**src/rtl/seq_pkg.sv**
```systemverilog
// Shared encodings for the Y86-64 SEQ stage controller: stage codes, status codes,
// instruction codes and the per-icode class bundle.
package seq_pkg;
   localparam int unsigned STATE_W = 3;
   localparam int unsigned ICODE_W = 4;
   localparam int unsigned STAT_W  = 3;

   localparam logic [STATE_W-1:0] S_IDLE      = 3'd0;
   localparam logic [STATE_W-1:0] S_FETCH     = 3'd1;
   localparam logic [STATE_W-1:0] S_DECODE    = 3'd2;
   localparam logic [STATE_W-1:0] S_EXECUTE   = 3'd3;
   localparam logic [STATE_W-1:0] S_MEMORY    = 3'd4;
   localparam logic [STATE_W-1:0] S_WRITEBACK = 3'd5;
   localparam logic [STATE_W-1:0] S_PCUPDATE  = 3'd6;
   localparam logic [STATE_W-1:0] S_STOPPED   = 3'd7;

   localparam logic [STAT_W-1:0] STAT_AOK = 3'd1;
   localparam logic [STAT_W-1:0] STAT_HLT = 3'd2;
   localparam logic [STAT_W-1:0] STAT_ADR = 3'd3;
   localparam logic [STAT_W-1:0] STAT_INS = 3'd4;

   localparam logic [ICODE_W-1:0] IHALT   = 4'h0;
   localparam logic [ICODE_W-1:0] INOP    = 4'h1;
   localparam logic [ICODE_W-1:0] IRRMOVQ = 4'h2;
   localparam logic [ICODE_W-1:0] IIRMOVQ = 4'h3;
   localparam logic [ICODE_W-1:0] IRMMOVQ = 4'h4;
   localparam logic [ICODE_W-1:0] IMRMOVQ = 4'h5;
   localparam logic [ICODE_W-1:0] IOPQ    = 4'h6;
   localparam logic [ICODE_W-1:0] IJXX    = 4'h7;
   localparam logic [ICODE_W-1:0] ICALL   = 4'h8;
   localparam logic [ICODE_W-1:0] IRET    = 4'h9;
   localparam logic [ICODE_W-1:0] IPUSHQ  = 4'hA;
   localparam logic [ICODE_W-1:0] IPOPQ   = 4'hB;

   typedef struct packed {
      logic is_mem;
      logic is_mem_write;
      logic writes_reg;
      logic sets_cc;
   } icode_class_t;
endpackage

```
**src/rtl/seq_icode_class.sv**
```systemverilog
// Combinational icode classifier: which instructions touch data memory, write it,
// write the register file, or update the condition codes.
module seq_icode_class
   import seq_pkg::*;
(
   input  logic [ICODE_W-1:0] icode,
   output icode_class_t       cls_c
);

   always_comb begin
      cls_c = '0;
      case (icode)
         IHALT, INOP, IJXX: cls_c = '0;
         IRRMOVQ, IIRMOVQ: cls_c.writes_reg = 1'b1;
         IRMMOVQ: begin
            cls_c.is_mem       = 1'b1;
            cls_c.is_mem_write = 1'b1;
         end
         IMRMOVQ: begin
            cls_c.is_mem     = 1'b1;
            cls_c.writes_reg = 1'b1;
         end
         IOPQ: begin
            cls_c.writes_reg = 1'b1;
            cls_c.sets_cc    = 1'b1;
         end
         // Stack ops write memory and update %rsp.
         ICALL, IPUSHQ: begin
            cls_c.is_mem       = 1'b1;
            cls_c.is_mem_write = 1'b1;
            cls_c.writes_reg   = 1'b1;
         end
         IRET, IPOPQ: begin
            cls_c.is_mem     = 1'b1;
            cls_c.writes_reg = 1'b1;
         end
         default: cls_c = '0;
      endcase
   end

endmodule

```
**src/rtl/seq_stage_controller.sv**
```systemverilog
// Multi-cycle stage sequencer for the Y86-64 SEQ datapath: stage FSM, write strobes,
// memory handshakes, status/stop handling and saturating cycle/retire counters.
module seq_stage_controller
   import seq_pkg::*;
#(
   parameter int unsigned CNT_W       = 32,
   parameter int unsigned MEM_TIMEOUT = 15
) (
   input  logic               clk,
   input  logic               rst_n,
   input  logic               start,
   input  logic               single_step,
   input  logic [ICODE_W-1:0] icode,
   input  logic               instr_valid,
   input  logic               imem_error,
   input  logic               imem_ready,
   input  logic               dmem_error,
   input  logic               dmem_ready,
   output logic               imem_req,
   output logic               dmem_req,
   output logic               cc_we,
   output logic               reg_we,
   output logic               dmem_we,
   output logic               pc_we,
   output logic [STAT_W-1:0]  stat,
   output logic               busy,
   output logic [STATE_W-1:0] stage,
   output logic [CNT_W-1:0]   cycle_count,
   output logic [CNT_W-1:0]   instr_count
);

   localparam int unsigned WAIT_W = $clog2(MEM_TIMEOUT + 1);

   logic [STATE_W-1:0] state_q, state_d;
   logic [STAT_W-1:0]  stat_d;
   logic [WAIT_W-1:0]  wait_q, wait_d;
   logic               wait_expired_c;
   icode_class_t       cls_c;

   seq_icode_class u_icode_class (
      .icode (icode),
      .cls_c (cls_c)
   );

   assign stage          = state_q;
   assign wait_expired_c = (wait_q == WAIT_W'(MEM_TIMEOUT - 1));

   // The write must land in the ready cycle and be vetoed by that cycle's error,
   // so it is qualified combinationally from the registered stage.
   assign dmem_we = rst_n && (state_q == S_MEMORY) && cls_c.is_mem_write &&
                    dmem_ready && !dmem_error;

   // Next-state, status and memory-wait counter.
   always_comb begin
      state_d = state_q;
      stat_d  = stat;
      wait_d  = wait_q;
      case (state_q)
         S_IDLE: if (start) state_d = S_FETCH;
         S_FETCH: begin
            if (imem_ready) begin
               if (imem_error) begin
                  stat_d  = STAT_ADR;
                  state_d = S_STOPPED;
               end else if (!instr_valid) begin
                  stat_d  = STAT_INS;
                  state_d = S_STOPPED;
               end else if (icode == IHALT) begin
                  stat_d  = STAT_HLT;
                  state_d = S_STOPPED;
               end else begin
                  state_d = S_DECODE;
               end
            end else if (wait_expired_c) begin
               stat_d  = STAT_ADR;
               state_d = S_STOPPED;
            end else begin
               wait_d = wait_q + WAIT_W'(1);
            end
         end
         S_DECODE:  state_d = S_EXECUTE;
         S_EXECUTE: state_d = S_MEMORY;
         S_MEMORY: begin
            if (!cls_c.is_mem) begin
               state_d = S_WRITEBACK;
            end else if (dmem_ready) begin
               if (dmem_error) begin
                  stat_d  = STAT_ADR;
                  state_d = S_STOPPED;
               end else begin
                  state_d = S_WRITEBACK;
               end
            end else if (wait_expired_c) begin
               stat_d  = STAT_ADR;
               state_d = S_STOPPED;
            end else begin
               wait_d = wait_q + WAIT_W'(1);
            end
         end
         S_WRITEBACK: state_d = S_PCUPDATE;
         S_PCUPDATE:  state_d = (single_step || !start) ? S_IDLE : S_FETCH;
         S_STOPPED:   state_d = S_STOPPED;
         default:     state_d = S_IDLE;
      endcase
      if (state_d != state_q) wait_d = '0;
   end

   // State, registered strobes decoded from the next stage, and counters.
   always_ff @(posedge clk) begin
      if (!rst_n) begin
         state_q     <= S_IDLE;
         stat        <= STAT_AOK;
         wait_q      <= '0;
         imem_req    <= 1'b0;
         dmem_req    <= 1'b0;
         cc_we       <= 1'b0;
         reg_we      <= 1'b0;
         pc_we       <= 1'b0;
         busy        <= 1'b0;
         cycle_count <= '0;
         instr_count <= '0;
      end else begin
         state_q  <= state_d;
         stat     <= stat_d;
         wait_q   <= wait_d;
         imem_req <= (state_d == S_FETCH);
         dmem_req <= (state_d == S_MEMORY) && cls_c.is_mem;
         cc_we    <= (state_d == S_EXECUTE) && cls_c.sets_cc;
         reg_we   <= (state_d == S_WRITEBACK) && cls_c.writes_reg;
         pc_we    <= (state_d == S_PCUPDATE);
         busy     <= (state_d != S_IDLE) && (state_d != S_STOPPED);
         if ((state_q != S_IDLE) && (state_q != S_STOPPED) && (cycle_count != {CNT_W{1'b1}}))
            cycle_count <= cycle_count + CNT_W'(1);
         if ((state_d == S_PCUPDATE) && (instr_count != {CNT_W{1'b1}}))
            instr_count <= instr_count + CNT_W'(1);
      end
   end

endmodule

```
**config.mk**
```make
export PLATFORM = sky130hd
export DESIGN_NAME = seq_stage_controller
export DESIGN_NICKNAME = d
export VERILOG_FILES = /design/src/rtl/seq_pkg.sv /design/src/rtl/seq_icode_class.sv /design/src/rtl/seq_stage_controller.sv
export SDC_FILE = /design/constraint.sdc
export NUM_CORES = 1
export LEC_CHECK = 0
export BUFFER_PORTS_ARGS = -buffer_cell sky130_fd_sc_hd__buf_2
export CORE_MARGIN = 2
export CORE_UTILIZATION = 60
export CTS_BUF_LIST = sky130_fd_sc_hd__clkbuf_4 sky130_fd_sc_hd__clkbuf_8
export CTS_CLUSTER_SIZE = 40
export DETAILED_ROUTE_END_ITERATION = 8
export HOLD_SLACK_MARGIN = 0.02
export PLACE_DENSITY = 0.86
export SLEW_MARGIN = 5
export SYNTH_ARGS = -nofsm -noshare
export SYNTH_HDL_FRONTEND = slang
export SYNTH_SLANG_ARGS = --single-unit
export TNS_END_PERCENT = 20
```
**constraint.sdc**
```tcl
create_clock -name clk -period 4.7 [get_ports clk]
set_input_delay 0.94 -clock clk [delete_from_list [all_inputs] [get_ports clk]]
set_output_delay 0.94 -clock clk [all_outputs]
set_load 0.03 [all_outputs]
```
==> After elaboration in Yosys (flattened, before gate mapping) <==
Cells that the tools add are included.
{ "totals": {"inputBits": 13, "wordCells": 101, "out_inout_bits": 77, "regBits": 80, "memories": 0, "mem_bits_ro": 0, "latch_bits": 0, "mem_bits_rw": 0} }
{ "classes": {"add_sub_neg": 3, "eq_ne": 32, "n_lt_le_gt_ge": 0, "n_shift": 0, "n_reduce_logical": 25, "div": 0, "n_bitwise": 1, "multipliers": 0, "n_mux": 29} }
{ "op_table": {"columns": ["op", "count"], "rows": [
  ["$add A32 B1 Y32 const B", 2],
  ["$ne A32 B32 Y1 const B", 2],
  ["$mux W3", 16],
  ["$pmux W3 S8", 1],
  ["$eq A3 B3 Y1 const B", 7],
  ["$eq A4 B4 Y1 const B", 5],
  ["$mux W4", 4],
  ["$eq A4 B3 Y1 const B", 3],
  ["$logic_and A1 B1 Y1", 11],
  ["$eq A3 B2 Y1 const B", 3],
  ["$ne A3 B3 Y1 const B", 3],
  ["$eq A4 B2 Y1 const B", 2],
  ["$pmux W4 S2", 1],
  ["$reduce_and A4 Y1", 2],
  ["$reduce_or A8 Y1", 1],
  ["$eq A3 B1 Y1 const B", 2],
  ["$ne A2 B2 Y1 const B", 3],
  ["$pmux W3 S2", 1],
  ["$reduce_bool A3 Y1", 2],
  ["$reduce_or A6 Y1", 1],
  ["$mux W1", 5],
  ["$ne A5 B5 Y1 const B", 1],
  ["$add A4 B1 Y4 const B", 1],
  ["$logic_not A4 Y1", 1],
  ["9 further kinds", 10]
]} }

==> Logic depth before layout (Yosys ltp) <==
Gate-level depths: netlist (run 1).
{ "depth": {"ltp_word": 8, "ltp_mapped": 12, "ltp_nobuf": 9} }

==> Cells and area by module <==
A second synthesis (run 1) with hierarchy kept.
{ "hier_totals": {"cells_unflattened": 511, "hier_area_um2": 4120.2} }
{ "modules_own_cells": {"columns": ["module", "instances", "area_per_inst_um2", "seq_area_each_um2", "cells_each"], "rows": [
  ["seq_stage_controller", 1, 4062.6, 1601.5, 503],
  ["seq_icode_class", 1, 57.6, 0.0, 8]
]} }

==> Worst setup path before layout (run 1) <==
No wires, ideal clock.
{ "synth_path": {"path_kind": "in2out", "startpoint": "input rst_n", "endpoint": "output dmem_we", "t_required_ps": 3760, "path_buffers": 2, "setup_slack_ps": 1174, "t_arrival_ps": 2586, "stages": 4, "cell_sequence": "clkbuf_1 clkbuf_1 nand2_1 nor4_1"} }
{ "synth_between": {"elab_chain_cells": 4} }
{ "synth_rtl": {"columns": ["item", "line", "source"], "rows": [
  ["from (decl)", "seq_stage_controller.sv:10", "input logic rst_n,"],
  ["$logic_and A1 B1 Y1 (3 in series)", "seq_stage_controller.sv:50", "assign dmem_we = rst_n && (state_q == S_MEMORY) && cls_c.is_mem_write &&"],
  ["$logic_and A1 B1 Y1", "seq_stage_controller.sv:51", "dmem_ready && !dmem_error;"],
  ["to (decl)", "seq_stage_controller.sv:23", "output logic dmem_we,"]
]} }
No other way between the ends.

==> Final worst setup path (run 1) <==
{ "layout_path": {"startpoint": "input icode[1]", "endpoint": "output dmem_we"} }
{ "layout_between": {"elab_chain_cells": 6, "word_cells_on_any_way": 8, "cone_classes": "3 x eq/ne; 1 x mux; 4 x reduce/logical"} }
{ "layout_rtl": {"columns": ["item", "line", "source"], "rows": [
  ["from (decl)", "seq_stage_controller.sv:13", "input logic [ICODE_W-1:0] icode,"],
  ["$eq A4 B3 Y1 or $eq A4 B4 Y1 (tied branches)", "seq_icode_class.sv:12", "case (icode)"],
  ["$reduce_or A3 Y1 (no source line) *", null, null],
  ["$mux W1 *", "seq_icode_class.sv:12", null],
  ["$logic_and A1 B1 Y1 * (2 in series)", "seq_stage_controller.sv:50", null],
  ["$logic_and A1 B1 Y1 *", "seq_stage_controller.sv:51", null]
]} }
Mark *: on every way between the ends. The rest lies on a longest branch, timed or not.

==> impl_metrics.py, run 1 <==
metrics = {
    "outcome": {
        "outcome": "finished, final reports clean",
    },
    "clock_tree": {
        "cts_setup_buffers": 0,
        "cts_root_buf": "clkbuf_8",
        "cts_resized": 0,
        "clk_latency_ns": 0.34,
        "cts_max_level": 3,
        "cts_hold_buf": 0,
        "path_clk_slew_ns": 0.07,
        "cts_inserted_buffers": 9,
        "cts.sinks": 80,
        "cts_tree": "done",
        "max-clock-path-buffers": 2,
    },
    "die": {
        "die_w_um": 85.41,
        "die_area_sq_um": 7294,
        "initial_core_util_pct": 62.26,
        "num_rows": 29,
        "fp.dieH_um": 85.41,
        "core_sq_um": 6386,
        "ioPinCount": 90,
    },
    "synthesis": {
        "yosysMostFrequentCell": "dfxtp_1",
        "synth_top_cell_by_area": "dfxtp_1",
        "syn_nets": 501,
        "yosysWarningCount": 0,
        "synthTopCellsByArea": "dfxtp_1 40%, xnor2_1 6.8%, nor2_1 6.3%",
        "synthArstFlopShare_pct": 0,
        "synth_flop_cell": "dfxtp_1",
        "synthCells": 484,
        "synth_edf_count": 0,
        "synth_area_per_cell_sq_um": 8.216,
        "syn-cell-area_sq_um": 3976,
        "ys_ff_latch": 80,
        "netlist_top_cells_count": "80 x dfxtp_1, 67 x nor2_1, 46 x nand2_1, 31 x xnor2_1, 29 x nor3_1",
        "synth.top_cell.area_share_pct": 40.28,
        "seq_area_frac_synth_pct": 40.28,
        "ys_types": 50,
    },
    "detailed_routing": {
        "route.vias.total": 3803,
        "wl_per_cell_um": 14.49,
        "firstDrtPassIters": 5,
        "routed_wl_um": 9343,
        "antenna_left": 0,
        "drc": 0,
        "drt_iter0_markers": 289,
        "vias_per_cell": 5.896,
    },
    "finish": {
        "syn_to_final_growth_pct": 15.73,
        "antennaDiodeCount": 0,
        "nNetsFinal": 581,
        "layout-drive-gt1-share_pct": 20.07,
    },
    "sta": {
        "slew_viol_final": 0,
        "rsz0062_at_grt": "no",
        "setup_ws_ns": 1.395,
        "fin_crit_ns": 3.305,
        "maxClockFrequency_ghz": 0.3026,
        "setup_tns_ns": 0,
        "hold_viol_final": 0,
        "tightestPinTransition_ns": 0.9387,
        "maxSlewHeadroom_pct": 37.35,
        "setup_viol": 0,
        "skew_ns": 0.01917,
        "fin_crit_sh_pct": 70.32,
    },
    "min_path": {
        "hold_path.class": "register to register",
        "whs_path_depth": 2,
    },
    "pwr": {
        "powerDensity_nw_per_um2": 304.8,
        "cellLeakagePower_nw": 1.947,
        "power_w": 0.001402,
        "ir_drop_mv": 0.2672,
    },
    "global_routing": {
        "use_met2_pct": 41.69,
        "grtUsageMet1_pct": 33.64,
        "grt_pass1_wl_um": 15520,
        "met3_usage_pct": 4.280,
        "grt.total_usage_pct": 25.84,
        "grt_pass1_vias": 3458,
        "grt_max_degree": 30,
        "grt_most_used_layer": "met2",
        "grt-ovfl-total": 0,
        "antenna_found_initial": 0,
    },
    "run": {
        "drv_cap": 0,
    },
    "worst_setup_path": {
        "endpoint_kind": "output pin",
        "startpoint_type": "input port",
        "crit_arrival_ns": 2.36,
        "crit_required_ns": 3.76,
        "crit_type": "input port to output pin",
        "reg2regPathDepth": 8,
        "path_max_fanout": 4,
    },
    "place": {
        "port_buffers": 89,
        "dp_hpwl_um": 6739,
        "routabilityCongestion": 0.8470,
        "post-place-ws_ns": 1.226,
    },
}
routing by layer:
metal | up-vias | part of all wire (%)
li1 | 1842 | -
met1 | 1783 | 43
met2 | 156 | 48
met3 | 22 | 6.8
met4 | 0 | 2.1
met5 | - | 0
flip-flops by register name, indices dropped and copies added (netlist names):
signal       count
cycle_count     32
instr_count     32
wait_q           4
stage            3
stat             3
busy             1
cc_we            1
dmem_req         1
imem_req         1
pc_we            1
reg_we           1
layout make-up:
type | instances | area [sq um]
Clock buffer | 12 | 152.6
Clock inverter | 3 | 18.77
Fill cell | 530 | 1784
Inverter | 12 | 45.04
Multi-Input combinational cell | 371 | 2235
Sequential cell | 80 | 1602
Tap cell | 77 | 96.34
Timing Repair Buffer | 90 | 452.9
stage by stage:
| step | instance area [sq um] | cells | hold slack (ns) | util (%) |
|---|---|---|---|---|
| after floorplan | 3976 | 484 | 0.4933 | - |
| after global placement | 4431 | 630 | 0.4641 | 69.38 |
| after detailed placement | 4431 | 630 | 0.4776 | 69.38 |
| after CTS | 4602 | 645 | 0.4887 | 72.06 |
| after global routing | 4602 | 645 | 0.5082 | 72.06 |
| final | 4602 | 645 | 0.4857 | 72.06 |
worst paths after layout:
path                                                    from                      endpoint  slack [ns]
worst max-delay path                                icode[1]                       dmem_we        1.40
worst min-delay path            instr_count[23]$_SDFFE_PN0P_  instr_count[23]$_SDFFE_PN0P_        0.49
worst max register to register        wait_q[1]$_SDFFE_PP0P_  instr_count[28]$_SDFFE_PN0P_        1.73
worst min register to register  instr_count[23]$_SDFFE_PN0P_  instr_count[23]$_SDFFE_PN0P_        0.49
critical path: stages:
cell     delay (ns)
buf_2          0.12
or3b_1         0.45
nand2_1        0.14
nand2_1        0.11
nor4_1         0.35
buf_2          0.26
cells in the final DEF (no fill, tap or decap), types with 6 or more instances in the layout:
| cell type | netlist | final |
|---|---|---|
| nand4_1 | 19 | 19 |
| inv_1 | 12 | 12 |
| nor3_1 | 29 | 29 |
| nor2_1 | 67 | 67 |
| xor2_1 | 17 | 17 |
| mux2i_1 | 7 | 7 |
| and3_1 | 16 | 16 |
| nor4_1 | 8 | 8 |
| o21ai_0 | 6 | 6 |
| clkbuf_8 | 0 | 10 |
| and4_1 | 9 | 9 |
| xnor2_1 | 31 | 31 |
| nand2b_1 | 12 | 12 |
| buf_2 | 1 | 89 |
| a21oi_1 | 17 | 17 |
| or3_1 | 6 | 6 |
| dfxtp_1 | 80 | 80 |
| nand3_1 | 27 | 27 |
| and2_1 | 10 | 10 |
| nand2_1 | 46 | 46 |
where the power goes:
| group | total, W | switching [W] | leakage (nW) | internal, W |
|---|---|---|---|---|
| Combinational | 0.000227 | 0.000157 | 1.21 | 0.0000698 |
| Sequential | 0.000727 | 0.0000283 | 0.646 | 0.000698 |
| Clock | 0.000448 | 0.000234 | 0.0930 | 0.000215 |
| Total | 0.00140 | 0.000419 | 1.95 | 0.000983 |
cells by family (layout without fill, tap and decap cells):
family                   count (synthesis)  in the layout  share of synthesized area [%]
multiplexers                             8              8                          2.045
flip-flops                              80             80                          40.28
XOR/XNOR                                48             48                          10.57
AND/OR/NAND/NOR                        262            262                          33.64
buffers and inverters                   33            117                          3.524
AO/OA/AOI/OAI                           49             49                          8.685
adder cells (fa/ha/maj)                  4              4                          1.259
Power figures use the tool's default switching activity.
==> run 2, diff against run 1 <==
CORE_UTILIZATION = 51   (was 60)
PLACE_DENSITY = 0.78   (was 0.86)
clock period = 2.8 ns   (was 4.7 ns; I/O delays follow)
==> run 2 against run 1 <==
Worst setup slack got worse by 1.2 ns. Cell count up 6.0%. Via count rose by 0.55%. Die area rose by 17%. Global-route usage decreased by 2.4 points. Wire length grew 3.6%. Power grew 88%. Clock skew shrank 0.010 ns. Sequential power up 68%. Critical path depth up 5. Register-to-register slack worse by 1.5 ns. Non-clock buffer count increased by 14. Highest routed layer unchanged.
==> impl_metrics.py, run 2 (synthesis gave the netlist of run 1 again) <==
metrics = {
    "outcome": {
        "outcome": "finished, final reports clean",
    },
    "sta": {
        "fin_crit_sh_pct": 93.24,
        "slew_viol_final": 0,
        "rsz0062_at_grt": "no",
        "skew_ns": 0.008889,
        "maxClockFrequency_ghz": 0.3830,
        "setup_viol": 0,
        "maxSlewHeadroom_pct": 57.85,
        "hold_viol_final": 0,
        "tightestPinTransition_ns": 0.6315,
        "hold_slack_ns": 0.4866,
        "fin_crit_ns": 2.611,
        "setup_ws_ns": 0.1893,
        "setup_tns_ns": 0,
    },
    "place": {
        "place_area_sq_um": 4567,
        "routabilityCongestion": 0.8943,
        "post-place-ws_ns": 0.02867,
        "port_buffers": 89,
        "dp_hpwl_um": 7135,
    },
    "worst_setup_path": {
        "endpoint_kind": "register",
        "path_max_fanout": 16,
        "crit_path_start": "wait_q[0]$_SDFFE_PP0P_",
        "r2r_start": "wait_q[0]$_SDFFE_PP0P_",
        "critPathCapture": "instr_count[29]$_SDFFE_PN0P_",
        "startpoint_type": "register",
        "crit_type": "register to register",
        "regToRegSetupSlack_ns": 0.19,
        "r2r_end": "instr_count[29]$_SDFFE_PN0P_",
        "crit_required_ns": 3.05,
        "reg2regPathDepth": 11,
        "crit_arrival_ns": 2.86,
    },
    "pwr": {
        "pwr-share-clk_pct": 37.9,
        "powerDensity_nw_per_um2": 549.8,
        "seqPwrFrac_pct": 46.4,
        "p_int_w": 0.001901,
        "cellLeakagePower_nw": 2.041,
        "p_switching_w": 0.0007373,
        "switching_share_pct": 27.94,
        "power_w": 0.002639,
        "power_frac_comb_pct": 15.7,
        "ir_drop_mv": 0.2776,
    },
    "finish": {
        "syn_to_final_growth_pct": 20.70,
        "layout-drive-gt1-share_pct": 21.99,
        "antennaDiodeCount": 0,
        "final_cell_mix": "89 x buf_2, 80 x dfxtp_1, 67 x nor2_1, 46 x nand2_1, 31 x xnor2_1",
        "nNetsFinal": 595,
        "reg_top3": "cycle_count: 32 flops, instr_count: 32 flops, wait_q: 4 flops",
        "seqCellArea_sq_um": 1602,
        "n_fill_cell": 678,
        "layout_commonest_cell": "buf_2",
        "multi_input_area_sq_um": 2235,
        "final_area_sq_um": 4800,
    },
    "global_routing": {
        "grtUsageMet1_pct": 30.02,
        "grt_pass1_vias": 3637,
        "grt_max_degree": 20,
        "grt.total_usage_pct": 23.44,
        "met3_usage_pct": 4.882,
        "antenna_found_initial": 0,
        "grt_most_used_layer": "met2",
        "grt_pass1_wl_um": 16420,
        "grt-ovfl-total": 0,
        "use_met2_pct": 38.69,
    },
    "detailed_routing": {
        "routed_wl_um": 9684,
        "drc": 0,
        "route.vias.total": 3824,
        "vias_per_cell": 5.591,
        "wl_per_cell_um": 14.16,
        "firstDrtPassIters": 4,
        "antenna_left": 0,
        "drt_iter0_markers": 156,
    },
    "clock_tree": {
        "cts_tree": "done",
        "cts_max_level": 3,
        "cts_setup_buffers": 0,
        "cts.sinks": 80,
        "cts_hold_buf": 0,
        "cts_resized": 0,
        "path_clk_slew_ns": 0.08,
        "max-clock-path-buffers": 2,
        "cts_root_buf": "clkbuf_8",
        "cts_inserted_buffers": 9,
        "clk_latency_ns": 0.35,
    },
    "run": {
        "drv_cap": 0,
    },
    "die": {
        "initial_core_util_pct": 52.00,
        "num_rows": 32,
        "die_w_um": 92.30,
        "ioPinCount": 90,
        "fp.dieH_um": 92.30,
        "core_sq_um": 7647,
        "die_area_sq_um": 8519,
    },
    "min_path": {
        "hold_path.class": "register to register",
    },
}
run 2: changes by cell type in the layout (fill, tap and decap cells not counted):
cell | previous run | this run
clkbuf_8 | 10 | 9
clkbuf_4 | 2 | 0
bufinv_16 | 0 | 3
buf_4 | 1 | 15
run 2: how the worst min path moves through the flow:
| stage | from | end | depth (start not counted) |
|---|---|---|---|
| finish | instr_count[28]$_SDFFE_PN0P_ | instr_count[28]$_SDFFE_PN0P_ | 2 |
| CTS | instr_count[28]$_SDFFE_PN0P_ | instr_count[28]$_SDFFE_PN0P_ | 2 |
| detailed placement | instr_count[28]$_SDFFE_PN0P_ | instr_count[28]$_SDFFE_PN0P_ | 2 |
| global placement | instr_count[28]$_SDFFE_PN0P_ | instr_count[28]$_SDFFE_PN0P_ | 2 |
| floorplan | wait_q[3]$_SDFFE_PP0P_ | wait_q[3]$_SDFFE_PP0P_ | 2 |
| global route | icode[1] | cc_we$_SDFF_PN0_ | 3 |
run 2: metrics by stage:
step                      utilization, %  std cells
after floorplan                        -        484
after global placement             59.72        669
after detailed placement           59.72        669
after CTS                          62.76        684
after global routing               62.76        684
final                              62.76        684
run 2: critical path: stages, from the launching register on:
cell and delay (ns):
dfxtp_1 0.40, inv_1 0.06, ha_1 0.21, and3_1 0.25, o211a_1 0.24, a211oi_1 0.37, a41o_2 0.17, buf_4 0.22
nor4_4 0.07, buf_4 0.17, and3_1 0.18, o21a_1 0.17
run 2: final cells by class:
cell class,count,share of cell area (%)
well taps,102,2.659
clock inverters,6,2.268
inverters,12,0.9385
multi-input cells,371,46.56
clock buffers,9,2.581
flip-flops and latches,80,33.37
repair buffers,104,11.63
run 2: layer usage:
layer  vias to the layer above  part of all wire (%)
met5                         -                     0
met4                         0                   2.1
met3                        24                   6.7
met2                       145                    48
met1                      1783                    44
li1                       1872                     -
run 2: power groups by stage:
| stage | Clock, W | Sequential, W | Combinational (W) |
|---|---|---|---|
| floorplan | 0 | 0.00129 | 0.000243 |
| global placement | 0 | 0.00125 | 0.000402 |
| detailed placement | 0 | 0.00125 | 0.000412 |
| CTS | 0.00102 | 0.00122 | 0.000415 |
| global route | 0.00107 | 0.00123 | 0.000450 |
| finish | 0.00100 | 0.00122 | 0.000415 |
==> run 3, diff against run 2 <==
clock period = 2.2 ns   (was 2.8 ns; I/O delays follow)
==> run 3 against run 2 <==
Highest routed layer unchanged. Combinational power rose by 84%. Via count increased by 8.7%. Critical path type unchanged. Cell count rose by 9.6%. Clock power is essentially flat. Largest power group unchanged. Sequential cell count did not move. Clock skew barely moved. Critical path depth decreased by 5. Core utilization is 8.8 points higher. Design area grew 14%. Register-to-register slack lost 0.18 ns.
==> impl_metrics.py, run 3 (synthesis gave the netlist of run 1 again) <==
metrics = {
    "die": {
        "fp.dieH_um": 92.30,
        "ioPinCount": 90,
        "initial_core_util_pct": 52.00,
        "die_w_um": 92.30,
        "num_rows": 32,
        "die_area_sq_um": 8519,
        "core_sq_um": 7647,
    },
    "pwr": {
        "ir_drop_mv": 0.3626,
        "power_w": 0.003313,
        "powerDensity_nw_per_um2": 605.1,
        "cellLeakagePower_nw": 2.413,
    },
    "detailed_routing": {
        "route.vias.total": 4158,
        "wl_per_cell_um": 15.16,
        "firstDrtPassIters": 4,
        "drt_iter0_markers": 203,
        "routed_wl_um": 11370,
        "drc": 0,
        "vias_per_cell": 5.544,
        "antenna_left": 0,
    },
    "sta": {
        "fin_crit_ns": 2.189,
        "setup_tns_ns": 0,
        "skew_ns": 0.008760,
        "maxSlewHeadroom_pct": 71.74,
        "setup_viol": 0,
        "slew_viol_final": 0,
        "hold_viol_final": 0,
        "maxClockFrequency_ghz": 0.4569,
        "setup_ws_ns": 0.01118,
        "tightestPinTransition_ns": 0.4234,
        "rsz0062_at_grt": "yes",
        "fin_crit_sh_pct": 99.49,
    },
    "clock_tree": {
        "cts_max_level": 3,
        "cts_tree": "done",
        "cts_root_buf": "clkbuf_8",
        "path_clk_slew_ns": 0.08,
        "clk_latency_ns": 0.36,
        "cts_inserted_buffers": 9,
        "max-clock-path-buffers": 2,
        "cts.sinks": 80,
        "cts_hold_buf": 0,
    },
    "place": {
        "port_buffers": 89,
        "post-place-ws_ns": -0.4352,
        "routabilityCongestion": 0.8950,
        "dp_hpwl_um": 8087,
    },
    "finish": {
        "final_cell_mix": "88 x buf_2, 76 x buf_4, 71 x dfxtp_1, 65 x nor2_1, 44 x nand2_1",
        "reg_top3": "cycle_count: 32 flops, instr_count: 32 flops, wait_q: 4 flops",
        "antennaDiodeCount": 0,
        "nNetsFinal": 660,
        "layout-drive-gt1-share_pct": 36.11,
        "syn_to_final_growth_pct": 37.67,
        "layout_commonest_cell": "buf_2",
    },
    "global_routing": {
        "grt_pass1_wl_um": 18570,
        "grt_pass1_vias": 4041,
        "antenna_found_initial": 0,
        "grt.total_usage_pct": 26.69,
        "grt_max_degree": 29,
        "grt-ovfl-total": 0,
    },
    "worst_setup_path": {
        "crit_required_ns": 2.49,
        "startpoint_type": "register",
        "reg2regPathDepth": 6,
        "crit_type": "register to register",
        "endpoint_kind": "register",
        "r2r_start": "stage[0]$_SDFF_PN0_",
        "r2r_end": "instr_count[10]$_SDFFE_PN0P_",
        "path_max_fanout": 9,
        "regToRegSetupSlack_ns": 0.01,
        "crit_arrival_ns": 2.48,
    },
    "outcome": {
        "outcome": "finished, final reports clean",
    },
    "min_path": {
        "hp-start": "instr_valid",
        "worstHoldEndpoint": "stat[2]$_SDFFE_PN0P_",
        "hold_path.class": "input port to register",
        "whs_path_depth": 4,
    },
    "run": {
        "drv_cap": 0,
    },
}
==> run 3: critical path: stages (launching register included) <==
cell and delay [ns]:
dfxtp_4 0.38, a21o_1 0.16, a311o_1 0.37, a211o_1 0.37, or2_4 0.31, or4_1 0.41, a21oi_1 0.13
==> run 3: metrics by stage <==
stage / hold slack [ns] / util (%) / area [sq um] / instances
after floorplan: 0.4933 / - / 4019 / 484
after global placement: 0.4695 / 66.05 / 5051 / 728
after detailed placement: 0.4884 / 66.05 / 5051 / 728
after CTS: 0.4472 / 69.44 / 5310 / 748
after global routing: 0.4575 / 71.58 / 5474 / 750
final: 0.4491 / 71.58 / 5474 / 750
==> run 3: worst max path at each step <==
stage / from / slack (ns) / to
global route: stage[0]$_SDFF_PN0_ / -0.05 / instr_count[10]$_SDFFE_PN0P_
finish: stage[0]$_SDFF_PN0_ / 0.01 / instr_count[10]$_SDFFE_PN0P_
CTS: wait_q[0]$_SDFFE_PP0P_ / -0.01 / instr_count[11]$_SDFFE_PN0P_
detailed placement: icode[1] / -0.44 / instr_count[10]$_SDFFE_PN0P_
floorplan: icode[3] / -0.26 / instr_count[10]$_SDFFE_PN0P_
global placement: icode[1] / -0.40 / instr_count[10]$_SDFFE_PN0P_
==> run 3: per-layer routing <==
metal  up-vias  routed length (um)  share of wire, %  global-route usage (%)
li1       2011                   -                 -                       -
met1      2001                4919                43                   33.83
met2       130                5750                51                   46.05
met3        16                 555               4.9                   4.801
met4         0                 148               1.3                   8.582
met5         -                   0                 0                       0
==> run 3: report_power, final <==
part / internal, W / total [W] / switching, W
logic: 0.000306 / 0.000764 / 0.000458
clock network: 0.000468 / 0.00102 / 0.000549
registers: 0.00150 / 0.00153 / 0.0000363
==> run 3: cell type report <==
cell class,instances,area (sq um)
Fill cell,608,2173
Tap cell,102,127.6
Inverter,12,45.04
Sequential cell,80,1615
Clock inverter,5,28.78
Clock buffer,11,151.4
Multi-Input combinational cell,371,2439
Timing Repair Buffer,169,1067
==> run 3: timing repair <==
item	in CTS	in global routing
setup buffers	4	2
endpoints found under the setup margin	16	32
endpoints found under the hold margin	0	0
resized for setup	15	32
pin swaps	4	9
cloned	0	0
